**src/rtl/servo_pwm_multi.sv**
```systemverilog
// servo_pwm_multi: N-channel servo PWM; commands and enables take effect only at frame wrap.
// Define SERVO_PWM_SLEW_EN to limit the per-frame change of each applied command to SLEW_STEP.
module servo_pwm_multi #(
  parameter int N_CH        = 4,
  parameter int PERIOD_CLKS = 1000000,
  parameter int MIN_CLKS    = 50000,
  parameter int MAX_SPAN    = 50000,
  parameter int CTRL_W      = 16,
  parameter int SLEW_STEP   = 500
) (
  input  logic              mclk,
  input  logic              reset,
  input  logic              wr_en,
  input  logic [3:0]        wr_ch,
  input  logic [CTRL_W-1:0] wr_data,
  input  logic [N_CH-1:0]   enable,
  output logic [N_CH-1:0]   servo,
  output logic              frame_start
);
  localparam int LIM = (PERIOD_CLKS > MIN_CLKS + MAX_SPAN) ? PERIOD_CLKS : MIN_CLKS + MAX_SPAN + 1;
  localparam int CW  = ($clog2(LIM) > 20) ? $clog2(LIM) : 20;
  localparam int DW  = (CTRL_W > CW) ? CTRL_W : CW;
  logic [CW-1:0]   cnt, wdat;
  logic [CW-1:0]   tgt [N_CH];
  logic [CW-1:0]   app [N_CH];
  logic [CW-1:0]   nxt [N_CH];
  logic [N_CH-1:0] en_l;
  logic            wrap;
  assign wrap = cnt == CW'(PERIOD_CLKS - 1);
  assign wdat = (DW'(wr_data) > DW'(MAX_SPAN)) ? CW'(MAX_SPAN) : CW'(wr_data);
  always_comb begin
    for (int i = 0; i < N_CH; i++) begin
`ifdef SERVO_PWM_SLEW_EN
      nxt[i] = (tgt[i] > app[i])
             ? ((tgt[i] - app[i] > CW'(SLEW_STEP)) ? app[i] + CW'(SLEW_STEP) : tgt[i])
             : ((app[i] - tgt[i] > CW'(SLEW_STEP)) ? app[i] - CW'(SLEW_STEP) : tgt[i]);
`else
      nxt[i] = tgt[i];
`endif
    end
  end
  // applied[] reads the pre-write target on the wrap cycle, so a wrap-cycle write lands one frame later
  always_ff @(posedge mclk or posedge reset) begin
    if (reset) begin
      cnt         <= '0;
      frame_start <= 1'b0;
      en_l        <= '0;
      servo       <= '0;
      for (int i = 0; i < N_CH; i++) begin
        tgt[i] <= '0;
        app[i] <= '0;
      end
    end else begin
      cnt         <= wrap ? '0 : cnt + CW'(1);
      frame_start <= cnt == '0;
      if (wrap) en_l <= enable;
      for (int i = 0; i < N_CH; i++) begin
        if (wr_en && wr_ch == 4'(i)) tgt[i] <= wdat;
        if (wrap) app[i] <= nxt[i];
        servo[i] <= en_l[i] && (cnt < CW'(MIN_CLKS) + app[i]);
      end
    end
  end
endmodule
```
**config.mk**
```make
export PLATFORM = sky130hd
export DESIGN_NAME = servo_pwm_multi
export DESIGN_NICKNAME = d
export VERILOG_FILES = /design/src/rtl/servo_pwm_multi.sv
export SDC_FILE = /design/constraint.sdc
export NUM_CORES = 1
export LEC_CHECK = 0
export BUFFER_PORTS_ARGS = -buffer_cell sky130_fd_sc_hd__buf_2
export CAP_MARGIN = 20
export CORE_ASPECT_RATIO = 2
export CORE_MARGIN = 4
export CORE_UTILIZATION = 25
export CTS_CLUSTER_DIAMETER = 100
export DETAILED_ROUTE_END_ITERATION = 16
export SETUP_SLACK_MARGIN = 0.4
export SYNTH_ARGS = -nofsm -noshare
export SYNTH_HDL_FRONTEND = slang
export SYNTH_SLANG_ARGS = --single-unit
```
**constraint.sdc**
```tcl
create_clock -name mclk -period 4.9 [get_ports mclk]
set_clock_uncertainty 0.1 [all_clocks]
set_input_delay 0.98 -clock mclk [delete_from_list [all_inputs] [get_ports mclk]]
set_output_delay 0.98 -clock mclk [all_outputs]
set_load 0.1 [all_outputs]
```
==> reports/qor.yml, run 1 <==
placement:
  placed_cell_area_sq_um: 8733
  dp_hpwl_um: 15710
  globalplace.congestion: 0.8399
  io_buffers: 31
sta:
  finalSetupTns_ps: 0
  rsz0062_at_grt: "false"
  finalHoldViolCount: 0
  finalSetupViolations: 0
  period_needed_ps: 3213
  fmax_mhz: 311.2
  relSlewSlack: 0.2850
  drv_slew: 0
  period_share: 0.6557
  tightest_slew_ps: 1073
power_and_ir_drop:
  p_comb_frac: 0.056
  pwr-share-seq: 0.502
  internal_power_uw: 2200
  p_sw_frac: 0.2491
  power_frac_clock: 0.442
  power.switching_uw: 730.0
  p_leak_uw: 0.004622
  p_per_area_nw_per_um2: 314.8
  peakVddDrop_v: 0.0001486
worst_setup_path:
  ff2ff_path_depth: 9
  start_kind: "flip-flop"
  end_kind: "flip-flop"
  rrSetupSlack_ps: 1690
  rr_endpoint: "servo[1]"
  arrival_ps: 3470
  required_ps: 5160
  worstSetupPathType: "reg2reg"
  endpoint: "servo[1]"
  crit_fanout: 4
  timing.rr.start: "app[44]"
  cp-startpoint: "app[44]"
min_path:
  hold_path.class: "reg2reg"
  min_from: "nxt[29]"
  whs_path_depth: 2
clock_network:
  clock_sinks: 157
  clockBufferDepth: 2
  clkTransAtPathRegs_ps: 70
  post_cts_resize_count: 0
  post-cts-setup-buffers: 0
  cts_tree: "built"
  cts_hold_buf: 0
  ctsRootBufferMaster: "clkbuf_16"
  cts_max_level: 4
  cts_buffers: 17
  clkLatencyLatePin_ps: 440
route:
  wire_per_inst_um: 15.64
  via_per_inst: 4.553
  vias: 6024
  antenna_left: 0
  drc: 0
  routed_wl_um: 20700
  drtIter0Drc: 246
  firstDrtPassIters: 4
global_routing:
  grt_overflow_total: 0
  antenna_found_initial: 0
  grt_pass1_wl_um: 33480
  grt_max_degree: 158
  grt_usage: 0.1207
  grt_pass1_vias: 6157
synthesis:
  yosys_register_bits: 157
  synth.area.top_cells: "dfrtp_1 48%, nand2_1 11%, ha_1 11%"
  synth_top_cell_area_share: 0.4787
  synthFlopType: "dfrtp_1"
  synthCells: 856
  avgSynthCellArea_sq_um: 9.589
  async_flop_share: 1.000
  post-synth-top-area-cell: "dfrtp_1"
  ys.warnings.count: 0
  ys_seq_area_frac: 0.4787
  synth_edf_count: 0
  syn_area_sq_um: 8208
  synth_cell_types: 48
  syn-num-nets: 953
cells_and_area:
  syn2layout_area_growth_pct: 13.40
  final_layout_size_suffix_gt1_frac: 0.08817
  multi_input_area_sq_um: 3994
  diodes: 0
  final-seq-area_sq_um: 3929
  final_net_count: 980
  fillers: 3558
  final_area_sq_um: 9308
die:
  die_h_um: 264.2
  rows: 93
  core-area_sq_um: 32350
  start_util: 0.2537
  ioPinCount: 32
  die_w_um: 136.1
  dieArea_sq_um: 35970
run_status:
  status: "finished, final reports clean"
flow_run:
  cap_viol_max_count: 0
power groups by stage:
stage / sequential (uW) / combinational (uW) / clock, uW
finish: 1470 / 165 / 1300
global route: 1480 / 196 / 1370
CTS: 1470 / 171 / 1320
detailed placement: 1490 / 169 / 0
global placement: 1490 / 165 / 0
floorplan: 1470 / 122 / 0
worst min-delay path by stage:
| stage | endpoint | slack [ps] |
|---|---|---|
| floorplan | app[15] | 330 |
| global route | app[20] | 390 |
| global placement | app[34] | 350 |
| finish | app[29] | 370 |
| CTS | app[14] | 370 |
| detailed placement | app[29] | 350 |
metrics by stage:
stage / worst slack (ps) / util / hold WS, ps / power, uW / instances
floorplan: 1833 / - / 332.8 / 1591 / 856
global placement: 1743 / 0.2700 / 354.6 / 1657 / 1291
detailed placement: 1657 / 0.2700 / 350.7 / 1661 / 1291
CTS: 1770 / 0.2877 / 371.5 / 2961 / 1323
global route: 1528 / 0.2877 / 391.2 / 3049 / 1323
finish: 1687 / 0.2877 / 366.1 / 2930 / 1323
Yosys cell counts (7+ instances only):
master / number
o21ai_0: 46
a21o_1: 13
buf_6: 13
xnor2_1: 22
clkbuf_1: 10
xor2_1: 29
o21ai_1: 12
inv_1: 24
and3_1: 10
a21oi_1: 31
a22o_1: 24
nand4_1: 9
nor3_1: 7
dfrtp_1: 157
a31oi_1: 11
nand2_1: 243
ha_1: 70
nand2b_1: 7
nor2_1: 38
nor2b_1: 13
nand3_1: 16
layout make-up:
cell class / count / area share
clock inverters: 14 / 0.01452
inverters: 24 / 0.01008
flip-flops and latches: 157 / 0.4221
repair buffers: 33 / 0.01963
clock buffers: 18 / 0.04718
well taps: 427 / 0.05740
multi-input cells: 650 / 0.4291
placed cells by master (no fill, tap or decap), drive strengths merged, types with 2 or more instances in the layout:
cell	netlist	routed
a31oi	11	11
nor3	9	9
and2	5	5
nand2	243	243
nor2b	13	13
nor2	38	38
clkinv	0	5
buf	15	33
ha	70	70
or2	2	2
a22o	24	24
nand2b	7	7
inv	24	28
dfrtp	157	157
xor2	29	29
or3	4	4
a211oi	2	2
o211ai	2	2
nor4	3	3
and3	10	10
mux2	6	6
nor3b	3	3
nand3	16	16
a21o	13	13
a211o	3	3
a221o	2	2
o21ai	58	58
clkbuf	10	18
clkinvlp	0	4
a2111oi	3	3
a21oi	31	31
o221ai	2	2
xnor2	22	22
and4	3	3
nand4	10	10
registers in the layout, summed over array words and instances (netlist names):
| signal | flops |
|---|---|
| cnt | 20 |
| frame_start | 1 |
| nxt | 64 |
| en_l | 4 |
| app | 64 |
| servo | 4 |
worst max-delay path, stage by stage, from the launching register on:
cell and delay, ps:
dfrtp_1 420, ha_1 250, o21ai_0 740, nand2_1 180, and2_1 250, a211oi_1 220
ha_1 280, a2111oi_0 390, o21ai_0 150, a21oi_1 150
cells by family (layout without fill, tap and decap cells):
| kind of cell | after synthesis | in the layout | synth area share |
|---|---|---|---|
| flip-flops | 157 | 157 | 0.4787 |
| XOR/XNOR | 51 | 51 | 0.05442 |
| multiplexers | 6 | 6 | 0.008231 |
| buffers and inverters | 49 | 89 | 0.03491 |
| AO/OA/AOI/OAI | 155 | 155 | 0.1192 |
| AND/OR/NAND/NOR | 368 | 368 | 0.1979 |
| adder cells (fa/ha/maj) | 70 | 70 | 0.1067 |
per-layer routing:
metal	track usage	vias up	wire (um)
met1	0.1250	2915	7819
met5	0	-	0
met2	0.2280	75	11530
li1	-	2997	-
met4	0.06927	0	980
met3	0.01353	37	364
Note: power is estimated with default switching activity, not from simulation.
==> run 2: changes to the inputs <==
clock period = 2.7 ns   (was 4.9 ns; I/O delays follow)
==> reports/qor.yml, run 2 (synthesis results as in run 1) <==
cells_and_area:
  final_layout_size_suffix_gt1_frac: 0.1815  # was 0.08817
  final_area_sq_um: 10020  # was 9308 sq um
  fillers: 3433  # was 3558
  final-seq-area_sq_um: 3936  # was 3929 sq um
  final_net_count: 1026  # was 980
  multi_input_area_sq_um: 4262  # was 3994 sq um
  final_cell_mix: "239 x nand2_1, 151 x dfrtp_1, 64 x ha_1, 41 x buf_4, 37 x nor2_1"  # was 243 x nand2_1, 157 x dfrtp_1, 70 x ha_1, 46 x o21ai_0, 38 x nor2_1
  final_common_cell: "nand2_1"  # unchanged
  diodes: 0  # unchanged
  syn2layout_area_growth_pct: 22.13  # was 13.40%
worst_setup_path:
  path_cells: "a21oi_2 -> nor2b_2 -> o31a_1 -> nand3_1 -> xor2_1 -> ha_1 -> a21o_1 -> a21oi_1 -> o21ai_1 -> a21oi_1"  # was ha_1 -> o21ai_0 -> nand2_1 -> and2_1 -> a211oi_1 -> ha_1 -> a2111oi_0 -> o21ai_0 -> a21oi_1
  slowest_stage: "dfrtp_2"  # was o21ai_0
  worstSetupPathType: "reg2reg"  # unchanged
  crit_fanout: 3  # was 4
  arrival_ps: 2580  # was 3470 ps
  crit_path_max_incr_delay_ps: 440  # was 740 ps
  required_ps: 2950  # was 5160 ps
  crit_path_frequent_cell: "a21oi_1"
  start_kind: "flip-flop"  # unchanged
  cp.buffers_inverters: 0  # unchanged
  end_kind: "flip-flop"  # unchanged
  path_delay_family: "compound AO/OA/AOI/OAI gates"  # unchanged
clock_network:
  clkTransAtPathRegs_ps: 60  # was 70 ps
  cts_buffers: 17  # unchanged
  clkLatencyLatePin_ps: 430  # was 440 ps
  cts_hold_buf: 0  # unchanged
  clockBufferDepth: 2  # unchanged
  ctsRootBufferMaster: "clkbuf_16"  # unchanged
  cts_tree: "built"  # unchanged
  clock_sinks: 157  # unchanged
  cts_max_level: 4  # unchanged
power_and_ir_drop:
  peakVddDrop_v: 0.0003009  # was 0.0001486 V
  p_leak_uw: 0.004891  # was 0.004622 uW
  p_per_area_nw_per_um2: 540.5  # was 314.8 nW/um^2
global_routing:
  grt_overflow_total: 0  # unchanged
  grt_usage: 0.1259  # was 0.1207
  grt_max_degree: 92  # was 158
  grt_pass1_vias: 6544  # was 6157
  antenna_found_initial: 0  # unchanged
  grt_pass1_wl_um: 35010  # was 33480 um
placement:
  io_buffers: 31  # unchanged
  dp_hpwl_um: 16730  # was 15710 um
  globalplace.congestion: 0.8515  # was 0.8399
  placed_cell_area_sq_um: 9066  # was 8733 sq um
min_path:
  hold_path.class: "in2async"  # was reg2reg
route:
  antenna_left: 0  # unchanged
  wl_met2_um: 12280  # was 11530 um
  wl_met3_um: 417  # was 364 um
  via_per_inst: 4.539  # was 4.553
  drtIter0Drc: 265  # was 246
  firstDrtPassIters: 5  # was 4
  met1_length_um: 7708  # was 7819 um
  routed_wl_um: 21600  # was 20700 um
  wire_per_inst_um: 15.77  # was 15.64 um
  vias: 6214  # was 6024
  drc: 0  # unchanged
  maxUsedRoutingLayer: "met4"  # unchanged
run_status:
  status: "finished, final reports clean"  # unchanged
flow_run:
  cap_viol_max_count: 0  # unchanged
die:
  core-area_sq_um: 32350  # unchanged
  die_w_um: 136.1  # unchanged
  ioPinCount: 32  # unchanged
  dieArea_sq_um: 35970  # unchanged
  die_h_um: 264.2  # unchanged
  rows: 93  # unchanged
  start_util: 0.2537  # unchanged
sta:
  relSlewSlack: 0.4630  # was 0.2850
  fmax_mhz: 428.7  # was 311.2 MHz
  period_needed_ps: 2333  # was 3213 ps
  finalSetupViolations: 0  # unchanged
  tightest_slew_ps: 802.6  # was 1073 ps
  drv_slew: 0  # unchanged
  period_share: 0.8639  # was 0.6557
  finalHoldViolCount: 0  # unchanged
  rsz0062_at_grt: "true"  # was false
  finalSetupTns_ps: 0  # unchanged
-- run 2: cell types whose count changed in the layout (fill, tap and decap cells not counted), moves of 5 or more --
cell	change
buf_12	+5
buf_4	+40
dfrtp_1	-6
dfrtp_2	+6
ha_1	-6
o21ai_0	-10
o21ai_1	+6
-- run 2: worst reg2reg max path, cell delays in order (launching register included) --
cell	delay, ps
dfrtp_2	440
a21oi_2	200
nor2b_2	80
o31a_1	290
nand3_1	110
xor2_1	170
ha_1	260
a21o_1	180
a21oi_1	200
o21ai_1	100
a21oi_1	130
-- run 2: final cells by class --
cell class | instances | area share
Tap cell | 427 | 0.05330
Clock inverter | 13 | 0.01510
Timing Repair Buffer | 79 | 0.05929
Sequential cell | 157 | 0.3927
Multi-Input combinational cell | 650 | 0.4251
Inverter | 24 | 0.009361
Clock buffer | 19 | 0.04518
-- run 2: layer usage --
metal,GRT usage,vias to the layer above
met4,0.08045,0
met1,0.1227,2981
met2,0.2412,93
met3,0.01601,47
met5,0,-
li1,-,3093
-- run 2: power breakdown --
group	total (uW)	internal [uW]	switching [uW]	leakage, uW
combinational	311	148	163	0.00256
clock	2440	1430	1010	0.000290
sequential	2660	2550	113	0.00204
-- run 2: path summary, 6_finish.rpt --
check / from / end / slack, ps / cells after the start
setup / recovery: app[44] / servo[1] / 370 / 10
hold / removal: reset / app[21] / 110 / 2
setup reg to reg: app[44] / servo[1] / 370 / 10
hold reg to reg: nxt[70] / app[70] / 360 / 2
max in group asynchronous: reset / app[75] / 1640 / 3
min in group mclk: enable[0] / en_l[0] / 200 / 3
-- run 2: through the flow --
step	setup WS [ps]	hold slack [ps]	utilization	instances	total power [uW]
global route	289.0	143.4	0.3099	1369	5653
detailed placement	76.61	350.0	0.2803	1327	3023
floorplan	73.12	332.8	-	856	2887
finish	367.4	107.7	0.3099	1369	5418
global placement	128.4	344.8	0.2803	1327	3006
CTS	401.1	112.3	0.3059	1367	5484
-- run 2: timing repair --
action / in CTS / in global routing
setup buffers: 8 / 2
setup endpoints to repair: 52 / 4
pin swaps: 9 / 11
gates resized for setup: 43 / 23
==> run 3: changes to the inputs <==
ABC_AREA = 1   (was default)
==> reports/qor.yml, run 3 <==
synthesis:
  ys.warnings.count: 0  # unchanged
  synth_top_cell_area_share: 0.4370  # was 0.4787
  ys_seq_area_frac: 0.4370  # was 0.4787
  synth.area.top_cells: "dfrtp_1 44%, nand2_1 15%, ha_1 9.7%"  # was dfrtp_1 48%, nand2_1 11%, ha_1 11%
  synth_cell_types: 34  # was 48
  synth_edf_count: 0  # unchanged
  async_flop_share: 1.000  # unchanged
  post-synth-top-area-cell: "dfrtp_1"  # unchanged
  synthFlopType: "dfrtp_1"  # unchanged
  syn_area_sq_um: 8991  # was 8208 sq um
  synthCells: 1133  # was 856
  yosysMostFrequentCell: "nand2_1"  # unchanged
  yosys_register_bits: 157  # unchanged
  synth.top_cells.by_count: "360 x nand2_1, 157 x dfrtp_1, 150 x inv_1"  # was 243 x nand2_1, 157 x dfrtp_1, 70 x ha_1
  syn-num-nets: 1230  # was 953
  avgSynthCellArea_sq_um: 7.936  # was 9.589 sq um
route:
  drc: 0  # unchanged
  routed_wl_um: 23910  # was 21600 um
  wl_met2_um: 13030  # was 12280 um
  via_per_inst: 4.423  # was 4.539
  met1_length_um: 8879  # was 7708 um
  maxUsedRoutingLayer: "met4"  # unchanged
  antenna_left: 0  # unchanged
  wire_per_inst_um: 14.52  # was 15.77 um
  firstDrtPassIters: 5  # unchanged
  drtIter0Drc: 361  # was 265
  wl_met3_um: 652  # was 417 um
  vias: 7280  # was 6214
die:
  rows: 98  # was 93
  dieArea_sq_um: 39250  # was 35970 sq um
  ioPinCount: 32  # unchanged
  core-area_sq_um: 35680  # was 32350 sq um
  die_w_um: 142.1  # was 136.1 um
  die_h_um: 276.2  # was 264.2 um
  start_util: 0.2520  # was 0.2537
global_routing:
  grt_pass1_wl_um: 38030  # was 35010 um
  grt_overflow_total: 0  # unchanged
  grt_pass1_vias: 7166  # was 6544
  grt_max_degree: 143  # was 92
  antenna_found_initial: 0  # unchanged
  grt_usage: 0.1243  # was 0.1259
min_path:
  hold_path.class: "in2reg"  # was in2async
  min_from: "enable[0]"
sta:
  relSlewSlack: 0.5737  # was 0.4630
  finalSetupViolations: 0  # unchanged
  fmax_mhz: 451.6  # was 428.7 MHz
  period_needed_ps: 2214  # was 2333 ps
  worst_slack_ps: 485.7  # was 367.4 ps
  rsz0062_at_grt: "true"  # unchanged
  tightest_slew_ps: 639.5  # was 802.6 ps
  period_share: 0.8201  # was 0.8639
  finalHoldViolCount: 0  # unchanged
  whs_ps: 253.4  # was 107.7 ps
  finalSetupTns_ps: 0  # unchanged
  drv_slew: 0  # unchanged
placement:
  io_buffers: 31  # unchanged
  dpl.cell_count: 1607  # was 1327
  dp_hpwl_um: 18570  # was 16730 um
  globalplace.congestion: 0.8854  # was 0.8515
  dp_slack_ps: 298.3  # was 76.61 ps
cells_and_area:
  syn2layout_area_growth_pct: 15.63  # was 22.13%
  multi_input_area_sq_um: 4332  # was 4262 sq um
  fillers: 3768  # was 3433
  final_cell_mix: "354 x nand2_1, 155 x dfrtp_1, 149 x inv_1, 70 x nand3_1, 69 x nor2_1"  # was 239 x nand2_1, 151 x dfrtp_1, 64 x ha_1, 41 x buf_4, 37 x nor2_1
  final-seq-area_sq_um: 3931  # was 3936 sq um
  final_net_count: 1280  # was 1026
  diodes: 0  # unchanged
  final_cells: 1646  # was 1369
  final_layout_size_suffix_gt1_frac: 0.1095  # was 0.1815
  final_common_cell: "nand2_1"  # unchanged
worst_setup_path:
  start_kind: "flip-flop"  # unchanged
  crit_fanout: 4  # was 3
  end_kind: "flip-flop"  # unchanged
  timing.rr.start: "app[44]"  # unchanged
  slowest_stage: "dfrtp_1"  # was dfrtp_2
  path_cells: "ha_2 -> o21ai_2 -> nand2_1 -> buf_4 -> xnor2_1 -> ha_1 -> nand2_1 -> nor2_2 -> nand4_1 -> nor2_1 -> nand2_1 -> inv_1 -> nor2_1"  # was a21oi_2 -> nor2b_2 -> o31a_1 -> nand3_1 -> xor2_1 -> ha_1 -> a21o_1 -> a21oi_1 -> o21ai_1 -> a21oi_1
  crit_path_max_incr_delay_ps: 420  # was 440 ps
  required_ps: 2920  # was 2950 ps
  worstSetupPathType: "reg2reg"  # unchanged
  cp-startpoint: "app[44]"  # unchanged
  crit_path_frequent_cell: "nand2_1"  # was a21oi_1
  arrival_ps: 2430  # was 2580 ps
clock_network:
  clkLatencyLatePin_ps: 430  # about the same
  clock_sinks: 157  # unchanged
  clkTransAtPathRegs_ps: 70  # was 60 ps
  cts_buffers: 17  # unchanged
  cts_max_level: 4  # unchanged
  ctsRootBufferMaster: "clkbuf_16"  # unchanged
  clockBufferDepth: 2  # unchanged
  cts_tree: "built"  # unchanged
run_status:
  status: "finished, final reports clean"  # unchanged
power_and_ir_drop:
  p_leak_uw: 0.005359  # was 0.004891 uW
  p_per_area_nw_per_um2: 525.4  # was 540.5 nW/um^2
  power.total_uw: 5462  # was 5418 uW
  peakVddDrop_v: 0.0004074  # was 0.0003009 V
flow_run:
  cap_viol_max_count: 0  # unchanged
-- run 3: cell count changes in the layout (fill, tap and decap cells not counted), sizes merged, moves of 20 or more --
cell   change
buf       -20
nand3     +57
o21ai     +36
a22o      -24
nor2      +33
inv      +133
nand2    +117
-- run 3: cells by family (layout without fill, tap and decap cells) --
logic type               Yosys count  in the layout  share of synthesized area
AND/OR/NAND/NOR                  542            542                     0.2534
XOR/XNOR                          41             41                    0.03994
adder cells (fa/ha/maj)           70             70                    0.09741
AO/OA/AOI/OAI                    139            139                    0.08350
buffers and inverters            184            247                    0.08879
flip-flops                       157            157                     0.4370
-- run 3: layout make-up --
type                            instances  area share
Clock inverter                         13     0.01360
Clock buffer                           19     0.04260
Timing Repair Buffer                   60     0.03851
Inverter                              155     0.05632
Tap cell                              450     0.05416
Multi-Input combinational cell        792      0.4167
Sequential cell                       157      0.3781
-- run 3: repair_timing --
action                                  CTS  global route
pin swaps                                 0             3
gates resized for setup                   4            19
endpoints found under the setup margin    4            71
setup buffers                             0             6
endpoints found under the hold margin    10             0
hold buffers                              1             0
cloned                                    0             0
-- run 3: final timing paths --
path	to	slack (ps)	depth (start not counted)
min in group asynchronous	app[50]	540	3
max in group asynchronous	app[26]	1200	4
min reg2reg	nxt[40]	380	2
min	en_l[0]	250	3
max	servo[1]	490	13
max reg2reg	servo[1]	490	13
-- run 3: worst max-delay path: cells and delay by family (launching register included) --
kind            cells  cell delay [ps]
compound gates      1              160
fa+ha+maj           2              500
simple gates        7              590
xor+xnor            1              120
flops               1              420
buf+inv             2              220
-- run 3: power breakdown --
part           total, uW  internal [uW]  switching, uW
clock               2400           1330           1070
combinational        414            139            275
sequential          2650           2550            101
total               5460           4020           1440
-- run 3: routing by layer --
layer  GRT usage  up-vias
met4     0.07635        0
met2      0.2317      166
met3     0.01835       72
met1      0.1262     3336
li1            -     3706
met5           0        -
-- run 3: stage by stage --
step           area, sq um    util
3_3_place_gp          9694  0.2717
5_1_grt              10400  0.2914
3_5_place_dp          9694  0.2717
2_1_floorplan         8995       -
6_report             10400  0.2914
4_1_cts              10290  0.2883
